[config.mk]
export PLATFORM = sky130hd
export DESIGN_NAME = weighted_round_robin
export DESIGN_NICKNAME = d
export VERILOG_FILES = /design/src/rtl/weighted_round_robin.sv
export SDC_FILE = /design/constraint.sdc
export NUM_CORES = 1
export LEC_CHECK = 0
export CAP_MARGIN = 20
export CORE_MARGIN = 2
export CORE_UTILIZATION = 44
export CTS_CLUSTER_SIZE = 30
export DETAILED_ROUTE_END_ITERATION = 12
export PLACE_DENSITY = 0.85
export SLEW_MARGIN = 5
export SYNTH_ARGS = -nofsm -noshare
export SYNTH_HDL_FRONTEND = slang
export SYNTH_SLANG_ARGS = --single-unit
[constraint.sdc]
create_clock -name clk -period 3.15 [get_ports clk]
set_clock_uncertainty 0.05 [all_clocks]
set_input_delay 0.315 -clock clk [delete_from_list [all_inputs] [get_ports clk]]
set_output_delay 0.315 -clock clk [all_outputs]
set_load 0.03 [all_outputs]
[src/rtl/weighted_round_robin.sv]
// Weighted round-robin arbiter: picks one non-empty queue per cycle, granting bursts of up to
// each queue's weight. Define WRR_STRICT_Q0_EN to give queue 0 strict priority over the rotation.
module weighted_round_robin #(
  parameter int QUEUE_QUANTITY = 4,
  parameter int DATA_BITS      = 8,
  parameter int WEIGHT_BITS    = 3
) (
  input  logic                                  clk,
  input  logic                                  rst,
  input  logic                                  enb,
  input  logic [QUEUE_QUANTITY-1:0]             buf_empty,
  input  logic [QUEUE_QUANTITY*WEIGHT_BITS-1:0] weights,
  output logic [$clog2(QUEUE_QUANTITY)-1:0]     selector,
  output logic                                  out_enb,
  output logic                                  burst_last
);

  localparam int SEL_BITS = $clog2(QUEUE_QUANTITY);

  if (QUEUE_QUANTITY < 2 || DATA_BITS < 1 || WEIGHT_BITS < 1) begin : g_param_check
    $error("weighted_round_robin: illegal parameterisation");
  end

  logic [SEL_BITS-1:0]       ptr_q, ptr_d;
  logic [WEIGHT_BITS-1:0]    credit_q, credit_d;
  logic [QUEUE_QUANTITY-1:0] elig_s;
  logic [SEL_BITS-1:0]       cand_s;
  logic [SEL_BITS-1:0]       hit_s;
  logic                      found_s;
  logic [WEIGHT_BITS-1:0]    w_raw_s;
  logic [WEIGHT_BITS-1:0]    w_eff_s;
  logic [SEL_BITS-1:0]       sel_s;
  logic                      oe_s;
  logic                      bl_s;

  // Index arithmetic modulo QUEUE_QUANTITY without relying on power-of-two wrap.
  function automatic logic [SEL_BITS-1:0] wrap_add(input logic [SEL_BITS-1:0] base, input int off);
    int s;
    s = int'(base) + off;
    if (s >= QUEUE_QUANTITY) begin
      s = s - QUEUE_QUANTITY;
    end else begin
      s = s;
    end
    return SEL_BITS'(s);
  endfunction

  // Queues that may take part in the rotating search.
  always_comb begin
`ifdef WRR_STRICT_Q0_EN
    elig_s = ~buf_empty & ~{{(QUEUE_QUANTITY-1){1'b0}}, 1'b1};
`else
    elig_s = ~buf_empty;
`endif
  end

  // First eligible queue after ptr, wrapping and ending at ptr itself; descending scan so the nearest wins.
  always_comb begin
    found_s = 1'b0;
    hit_s   = ptr_q;
    cand_s  = ptr_q;
    for (int k = QUEUE_QUANTITY; k >= 1; k--) begin
      cand_s = wrap_add(ptr_q, k);
      if (elig_s[cand_s]) begin
        found_s = 1'b1;
        hit_s   = cand_s;
      end else begin
        found_s = found_s;
      end
    end
  end

  // Burst length loaded for the searched queue; a zero field still grants one pop.
  always_comb begin
    w_raw_s = weights[hit_s*WEIGHT_BITS +: WEIGHT_BITS];
    if (w_raw_s == '0) begin
      w_eff_s = WEIGHT_BITS'(1);
    end else begin
      w_eff_s = w_raw_s;
    end
  end

  // Grant decision and next state.
  always_comb begin
    sel_s    = ptr_q;
    oe_s     = 1'b0;
    bl_s     = 1'b0;
    ptr_d    = ptr_q;
    credit_d = credit_q;
    if (!enb) begin
      ptr_d    = ptr_q;
`ifdef WRR_STRICT_Q0_EN
    end else if (!buf_empty[0]) begin
      oe_s  = 1'b1;
      sel_s = '0;
      bl_s  = 1'b0;
`endif
    end else if (!buf_empty[ptr_q] && (credit_q != '0)) begin
      oe_s     = 1'b1;
      sel_s    = ptr_q;
      bl_s     = (credit_q == WEIGHT_BITS'(1));
      credit_d = credit_q - WEIGHT_BITS'(1);
    end else if (found_s) begin
      oe_s     = 1'b1;
      sel_s    = hit_s;
      bl_s     = (w_eff_s == WEIGHT_BITS'(1));
      ptr_d    = hit_s;
      credit_d = w_eff_s - WEIGHT_BITS'(1);
    end else begin
      credit_d = '0;
    end
  end

  // Arbitration state; reset points at the last queue so the first search begins at queue 0.
  always_ff @(posedge clk or negedge rst) begin
    if (!rst) begin
      ptr_q    <= SEL_BITS'(QUEUE_QUANTITY - 1);
      credit_q <= '0;
    end else begin
      ptr_q    <= ptr_d;
      credit_q <= credit_d;
    end
  end

  // Outputs are forced low as soon as reset asserts, without waiting for a clock.
  always_comb begin
    if (!rst) begin
      selector   = '0;
      out_enb    = 1'b0;
      burst_last = 1'b0;
    end else begin
      selector   = sel_s;
      out_enb    = oe_s;
      burst_last = bl_s;
    end
  end

endmodule

==> results.toml, run 1 <==
[status]
status = "complete, no violations"

[place]
gp_congestion = 0.768
hpwl_um = 1170
io_buffers = 22

[floorplan]
dieArea_sq_um = 1830
rows = 13
ioPinCount = 23
core_area_sq_um = 1350
die_w_um = 42.8
start_util = 0.489
die_height_um = 42.8

[global_routing]
grt_max_degree = 10
grt_pass1_vias = 584
grt_pass1_wl_um = 2610
grt_usage = 0.181
grt_antenna_before_repair = 0
overflow = 0

[clock_network]
cts_root_buf = "clkbuf_4"
cts_buffers = 3
clkLatencyLatePin_ps = 240
clock-sinks = 5
cts_tree = "built"
clkTransAtPathRegs_ps = 50
cts_hold_buffers = 0
clockBufferDepth = 2
h-tree-depth = 1

[sta]
finalMaxSlewViolations = 0
worst_slew_pin_slew_ps = 408
maxSlewHeadroom = 0.725
fmax_ghz = 0.318
fin_crit_ps = 3140
hold_viol = 0
post-route-period-util = 0.997
whs_ps = 283
rsz0062_at_grt = "true"
setup_viol = 0

[logic_synthesis]
yosysWarnings = 0
synth_xor_area_frac = 0
syn_inst = 69
syn_nets = 93
ys_seq_area_frac = 0.193
synth_edf_count = 0
yosysUniqueCellTypes = 32
synth.area.mux_share = 0.212
synth_compound_area_frac = 0.235
ys.flop_type = "dfrtp_1"
ys_ff_latch = 5
syn_area_per_cell_sq_um = 9.57
synthAdderAreaFrac = 0.0947
synthSimpleGateAreaFrac = 0.201
synth_top_family_by_area = "compound AO/OA/AOI/OAI gates"
syn_area_sq_um = 661
synthArstFlopShare = 1.00

[layout]
area_growth_pct = 49.6
fin_nets = 126
drive_gt1_frac = 0.277
multi_input_area_sq_um = 515
mostFrequentLayoutCell = "clkdlybuf4s50_1"
diodes = 0
fill_cells = 98
final_cell_mix = "clkdlybuf4s50_1, buf_4, inv_1"
utilization = 0.732
regArea_sq_um = 128

[power]
powerDensity_nw_per_um2 = 874
clockPowerShare = 0.086
irDropWorstVdd_mv = 0.378
switching_share = 0.441
combPwrFrac = 0.748
p_seq_frac = 0.166
p_int_mw = 0.483
p_switching_mw = 0.380
leakage_nw = 0.427

[worst_setup_path]
critical_path_class = "in2out"
cp.required_ps = 2780
critPathCaptureType = "output port"
cp.arrival_ps = 2780
ff2ff_path_depth = 12
critPathMaxFanout = 7
r2r_slack_ps = 590
worstSetupStartpointType = "primary input"

[drt]
postRouteAntennaNets = 0
avgRoutedWirePerCell_um = 13.6
drc = 0
wl_met3_um = 150
via_count = 656
top_layer = "met4"
vias_per_cell = 5.66
drt-met1-wl_um = 649
routed_wl_um = 1580
drt_first_pass_iters = 4
met2_length_um = 754
drt_iter0_drc = 29

[run]
cap_violations = 0

[worst_hold_path]
hold_class = "in2async"
-- routing by layer --
metal / GRT usage / up-vias
met1: 0.240 / 297
met4: 0.0500 / 0
met3: 0.0383 / 6
met2: 0.294 / 34
li1: - / 319
met5: 0 / -
-- flip-flops by register name (all words and copies together), names as in the netlist --
signal / count
ptr_q: 2
credit_q: 3
-- power by group through the flow --
stage	Combinational, mW	Sequential, mW	Clock, mW
final	0.646	0.144	0.0738
after global routing	0.702	0.151	0.0809
after CTS	0.607	0.149	0.0753
after detailed placement	0.584	0.150	0
after global placement	0.565	0.148	0
after floorplan	0.445	0.126	0
-- final timing paths --
path / start / end
worst max-delay path: buf_empty[1] / burst_last
worst min-delay path: rst / credit_q[1]
worst max register to register: ptr_q[1] / credit_q[2]
worst min register to register: credit_q[1] / credit_q[1]
max in group asynchronous: rst / ptr_q[0]
min in group clk: credit_q[1] / credit_q[1]
-- logic make-up (layout without fill, tap and decap cells) --
kind of cell / Yosys count / after routing
AOI/OAI and AO/OA: 16 / 16
adders and majority gates: 5 / 5
buffers and inverters: 9 / 41
DFF: 5 / 5
muxes: 11 / 11
and+or+nand+nor: 23 / 23
-- final cells by class --
class | instances | share of cell area
multi-input combinational | 55 | 0.522
timing repair buffer | 30 | 0.277
inverter | 7 | 0.0266
tap | 15 | 0.0190
clock buffer | 4 | 0.0266
sequential | 5 | 0.129
-- stage by stage --
| step | instances | setup slack, ps | total power, mW | setup TNS [ps] | instance area, sq um |
|---|---|---|---|---|---|
| floorplan | 69 | 205 | 0.571 | 0 | 661 |
| global placement | 110 | 70.0 | 0.714 | 0 | 921 |
| detailed placement | 110 | 12.4 | 0.734 | 0 | 921 |
| CTS | 114 | 17.9 | 0.831 | 0 | 958 |
| global route | 116 | -127 | 0.934 | -127 | 988 |
| finish | 116 | 9.12 | 0.864 | 0 | 988 |
-- worst max-delay path, cell delays in order --
cell and delay [ps]:
clkdlybuf4s50_1 450, nor2b_2 190, o41ai_4 330, buf_6 200, mux2i_4 270, mux2i_4 100, o21ai_2 170, ha_1 170
nand2_1 50, o31ai_1 200, and3_1 180, buf_4 160
-- synth_stat cells (2+ instances only) --
master    n  area, sq um
nand3_1   3         15.0
and2_1    3         18.8
nor2_1    3         11.3
mux2i_1   8         80.1
o21ai_0   5         25.0
dfstp_2   2         52.6
a21oi_1   2         10.0
nand2_1   5         18.8
inv_1     7         26.3
dfrtp_1   3         75.1
nand3b_1  2         15.0
and3_1    2         12.5
ha_1      5         62.6
-- what timing repair did --
action,CTS,global route
endpoints found under the setup margin,1,1
gates resized for setup,3,2
pin swaps,0,1
setup buffers,0,2
(Power assumes the default switching activity.)
==> inputs of run 2 (changes only) <==
Settings changed: CORE_MARGIN 2 to 5.
==> run 2 against run 1 <==
Compared with the run above:
- flip-flop and latch count unchanged
- non-clock buffer count increased by 3
- die area rose by 30%
- critical path depth unchanged
- clock power up 11%
- sequential share of layout area fell by 0.59 points
- largest cell class unchanged
- largest power group unchanged
==> results.toml, run 2 (synthesis results as in run 1) <==
[floorplan]
core_area_sq_um = 1470
die_w_um = 48.8
dieArea_sq_um = 2380
die_height_um = 48.8
ioPinCount = 23
start_util = 0.449
rows = 14

[sta]
fin_crit_ps = 3140
setup_viol = 0
fin_tns_setup_ps = 0
worst_slew_pin_slew_ps = 388
maxSlewHeadroom = 0.739
rsz0062_at_grt = "true"
post-route-period-util = 0.996
hold_viol = 0
fmax_ghz = 0.319
finalMaxSlewViolations = 0

[layout]
regMostFlops = "credit_q"
reg_top3 = "credit_q x3, ptr_q x2"
final_cell_mix = "clkdlybuf4s50_1, buf_4, inv_1"
mostFrequentLayoutCell = "clkdlybuf4s50_1"
largest_register_ff_count = 3
final_area_sq_um = 1040
drive_gt1_frac = 0.317
fin_cells = 120
diodes = 0
utilization = 0.704
fill_cells = 117
fin_nets = 129
area_growth_pct = 56.8

[run]
cap_violations = 0

[drt]
routed_wl_um = 1640
drc = 0
postRouteAntennaNets = 0
drt_iter0_drc = 7
vias_per_cell = 5.40
avgRoutedWirePerCell_um = 13.6
drt_first_pass_iters = 2
via_count = 648

[clock_network]
clkTransAtPathRegs_ps = 50
h-tree-depth = 1
cts_root_buf = "clkbuf_4"
cts_hold_buffers = 0
cts_buffers = 3
cts_tree = "built"
clockBufferDepth = 2
clock-sinks = 5
clkLatencyLatePin_ps = 260

[worst_setup_path]
cp.arrival_ps = 2770
worstSetupStartpointType = "flop"
cp.required_ps = 2780
r2r_slack_ps = 410
critical_path_class = "reg2out"
reg2reg_from = "ptr_q[0]"
critPathCaptureType = "output port"
ff2ff_path_depth = 15
critPathMaxFanout = 6
r2r-end = "credit_q[2]"

[global_routing]
grt_pass1_vias = 638
grt_antenna_before_repair = 0
grt_usage = 0.145
grt_max_degree = 10
grt_pass1_wl_um = 2760
overflow = 0

[power]
switching_share = 0.436
combPwrFrac = 0.755
clockPowerShare = 0.088
p_switching_mw = 0.403
powerDensity_nw_per_um2 = 892
irDropWorstVdd_mv = 0.424
p_seq_frac = 0.156
finalPower_mw = 0.924
leakage_nw = 0.460
p_int_mw = 0.521

[place]
io_buffers = 22
gp_congestion = 0.754
hpwl_um = 1250
placedCellCount = 109
postPlaceCellArea_sq_um = 907

[worst_hold_path]
hold_class = "in2async"

[status]
status = "complete, no violations"
-- run 2: cell count changes in the layout (fill, tap and decap cells not counted), sizes merged --
cell           before  now
dlymetal6s2s        0    1
clkbuf              5    4
clkdlybuf4s50      19   18
buf                10   14
-- run 2: power groups by stage --
| stage | Sequential (mW) | Combinational, mW | Clock (mW) |
|---|---|---|---|
| 2_1_floorplan | 0.126 | 0.445 | 0 |
| 3_3_place_gp | 0.148 | 0.544 | 0 |
| 3_5_place_dp | 0.150 | 0.570 | 0 |
| 4_1_cts | 0.142 | 0.666 | 0.0827 |
| 5_1_grt | 0.148 | 0.769 | 0.0868 |
| 6_report | 0.144 | 0.698 | 0.0817 |
-- run 2: final cells by class --
cell class	count	area, sq um	share of cell area
multi-input cells	55	531	0.512
repair buffers	33	305	0.295
flip-flops and latches	5	128	0.123
clock buffers	4	26.3	0.0254
inverters	7	26.3	0.0254
well taps	16	20.0	0.0193
-- run 2: stage by stage --
step	hold WS, ps	setup WS [ps]
after floorplan	-30.6	205
after global placement	503	46.6
after detailed placement	522	-18.7
after CTS	271	19.6
after global routing	291	-128
final	265	13.3
-- run 2: worst max-delay path by stage --
stage	start	end	slack [ps]	cells after the start
final	ptr_q[0]	burst_last	10	12
after global placement	buf_empty[1]	burst_last	50	12
after floorplan	ptr_q[1]	burst_last	200	10
after global routing	ptr_q[0]	burst_last	-130	11
after detailed placement	buf_empty[1]	burst_last	-20	12
after CTS	buf_empty[1]	burst_last	20	12
-- run 2: timing repair --
item,CTS,global route
resized for setup,6,4
buffers inserted,4,3
setup endpoints to repair,1,1
pin swaps,2,2
-- run 2: worst max-delay path, stage by stage (launching register included) --
cell and delay (ps):
dfstp_2 580, nor3b_2 80, o41ai_4 360, buf_6 190, buf_4 130, mux2i_1 60, mux2_2 280, o21ai_2 70
ha_1 160, nand2_1 70, o31ai_2 190, and3_1 200, buf_6 130
-- run 2: per-layer routing --
metal	up-vias	GRT usage	share of wire
met2	20	0.274	0.54
met1	301	0.155	0.39
li1	322	-	-
met3	5	0.0123	0.044
met4	0	0.0807	0.018
met5	-	0	0
==> inputs of run 3 (changes only) <==
Settings changed: CELL_PAD_IN_SITES_DETAIL_PLACEMENT set to 1, CELL_PAD_IN_SITES_GLOBAL_PLACEMENT set to 2, CORE_ASPECT_RATIO set to 1.4, CORE_UTILIZATION 44 to 26, PLACE_DENSITY 0.85 to 0.74.
==> run 3 against run 2 <==
Compared with the run above:
- sequential power about the same
- core utilization decreased by 28 points
- sequential share of layout area increased by 0.060 points
- final cell count increased by 13%
- power decreased by 6.6%
- routed wire length increased by 2.4%
- maximum frequency increased by 2.0%
- worst setup slack improved by 60 ps
- global-route usage decreased by 4.1 points
- highest routed layer is now met3
==> results.toml, run 3 (synthesis results as in run 1) <==
[floorplan]
core_area_sq_um = 2420
die_w_um = 52.6
die_height_um = 69.6
start_util = 0.273
rows = 21
dieArea_sq_um = 3660
ioPinCount = 23

[global_routing]
grt_max_degree = 10
busiest_layer = "met2"
grt_pass1_vias = 712
grt_pass1_wl_um = 3040
grt_usage = 0.104
use_met3 = 0.0172
overflow = 0
grt_util_met2 = 0.170
grt_antenna_before_repair = 0
met1_usage = 0.130

[sta]
finalMaxSlewViolations = 0
hold_viol = 0
setup_viol = 0
rsz0062_at_grt = "true"
fin_crit_ps = 3080
worst_slew_pin_slew_ps = 377
post-route-period-util = 0.977
fmax_ghz = 0.325
maxSlewHeadroom = 0.746

[layout]
regArea_sq_um = 128
multi_input_area_sq_um = 520
diodes = 0
mostFrequentLayoutCell = "clkdlybuf4s50_1"
final_cell_mix = "clkdlybuf4s50_1, buf_4, inv_1"
regMostFlops = "credit_q"
fill_cells = 289
largest_register_ff_count = 3
fin_nets = 127
fin_cells = 136
drive_gt1_frac = 0.294
area_growth_pct = 56.1
reg_top3 = "credit_q x3, ptr_q x2"

[power]
clockPowerShare = 0.087
powerDensity_nw_per_um2 = 837
p_switching_mw = 0.373
leakage_nw = 0.436
p_int_mw = 0.489
switching_share = 0.433
combPwrFrac = 0.743
p_seq_frac = 0.170
irDropWorstVdd_mv = 0.294
finalPower_mw = 0.863

[clock_network]
clkTransAtPathRegs_ps = 50
h-tree-depth = 1
cts_root_buf = "clkbuf_4"
cts_buffers = 3
clock-sinks = 5
cts_tree = "built"
clockBufferDepth = 2
clkLatencyLatePin_ps = 240

[worst_hold_path]
hold_class = "in2async"

[run]
cap_violations = 0

[place]
io_buffers = 22
placedCellCount = 130
hpwl_um = 1380
gp_congestion = 0.794

[worst_setup_path]
r2r-end = "credit_q[2]"
reg2reg_from = "ptr_q[1]"
r2r_slack_ps = 580
critical_path_class = "in2out"
critPathCaptureType = "output port"
cp.required_ps = 2780
ff2ff_path_depth = 12
worstSetupStartpointType = "primary input"
critPathMaxFanout = 7
cp.arrival_ps = 2710

[drt]
via_count = 606
avgRoutedWirePerCell_um = 12.3
drt_iter0_drc = 4
postRouteAntennaNets = 0
drt_first_pass_iters = 2
drc = 0
routed_wl_um = 1680
vias_per_cell = 4.46

[status]
status = "complete, no violations"
==> run 3: how the worst max path moves through the flow <==
stage | startpoint | end | slack [ps] | cells after the start
after floorplan | ptr_q[1] | burst_last | 200 | 10
after global placement | buf_empty[1] | burst_last | 50 | 12
after detailed placement | buf_empty[1] | burst_last | -20 | 12
after CTS | buf_empty[1] | burst_last | 7 | 12
after global routing | ptr_q[1] | burst_last | -80 | 11
final | buf_empty[1] | burst_last | 70 | 12
==> run 3: final cells by class <==
type,count,share of cell area
timing repair buffer,31,0.279
tap,34,0.0413
sequential,5,0.124
inverter,7,0.0255
multi-input combinational,55,0.505
clock buffer,4,0.0255
==> run 3: power by group through the flow <==
stage	sequential (mW)	combinational [mW]	clock [mW]
2_1_floorplan	0.126	0.445	0
3_3_place_gp	0.149	0.585	0
3_5_place_dp	0.151	0.592	0
4_1_cts	0.149	0.604	0.0768
5_1_grt	0.155	0.716	0.0823
6_report	0.147	0.641	0.0750
==> run 3: per-stage QoR <==
step                hold slack [ps]  utilization  area, sq um  setup WS [ps]  setup TNS (ps)
floorplan                     -30.6            -          661            205               0
global placement                494        0.394          952           53.5               0
detailed placement              520        0.394          952          -21.8           -21.8
CTS                             296        0.408          986           7.44               0
global route                    294        0.427         1030          -81.2           -81.2
finish                          298        0.427         1030           73.5               0
==> run 3: repair_timing <==
item,in CTS,in global routing
buffers inserted,0,2
pin swaps,0,2
hold buffers,0,0
gates resized for setup,2,5
endpoints found under the setup margin,1,1
==> run 3: critical path: stages <==
cell	delay, ps
clkdlybuf4s50_1	450
nor2b_2	190
o41ai_4	330
buf_6	200
mux2i_4	260
mux2i_4	100
o21ai_2	160
ha_1	160
nand2_1	60
o31ai_2	170
and3_1	190
buf_6	130
==> run 3: per-layer routing <==
metal | routed length, um | share of wire
met1 | 726 | 0.43
met4 | 0 | 0
met3 | 38 | 0.023
met5 | 0 | 0
met2 | 911 | 0.54
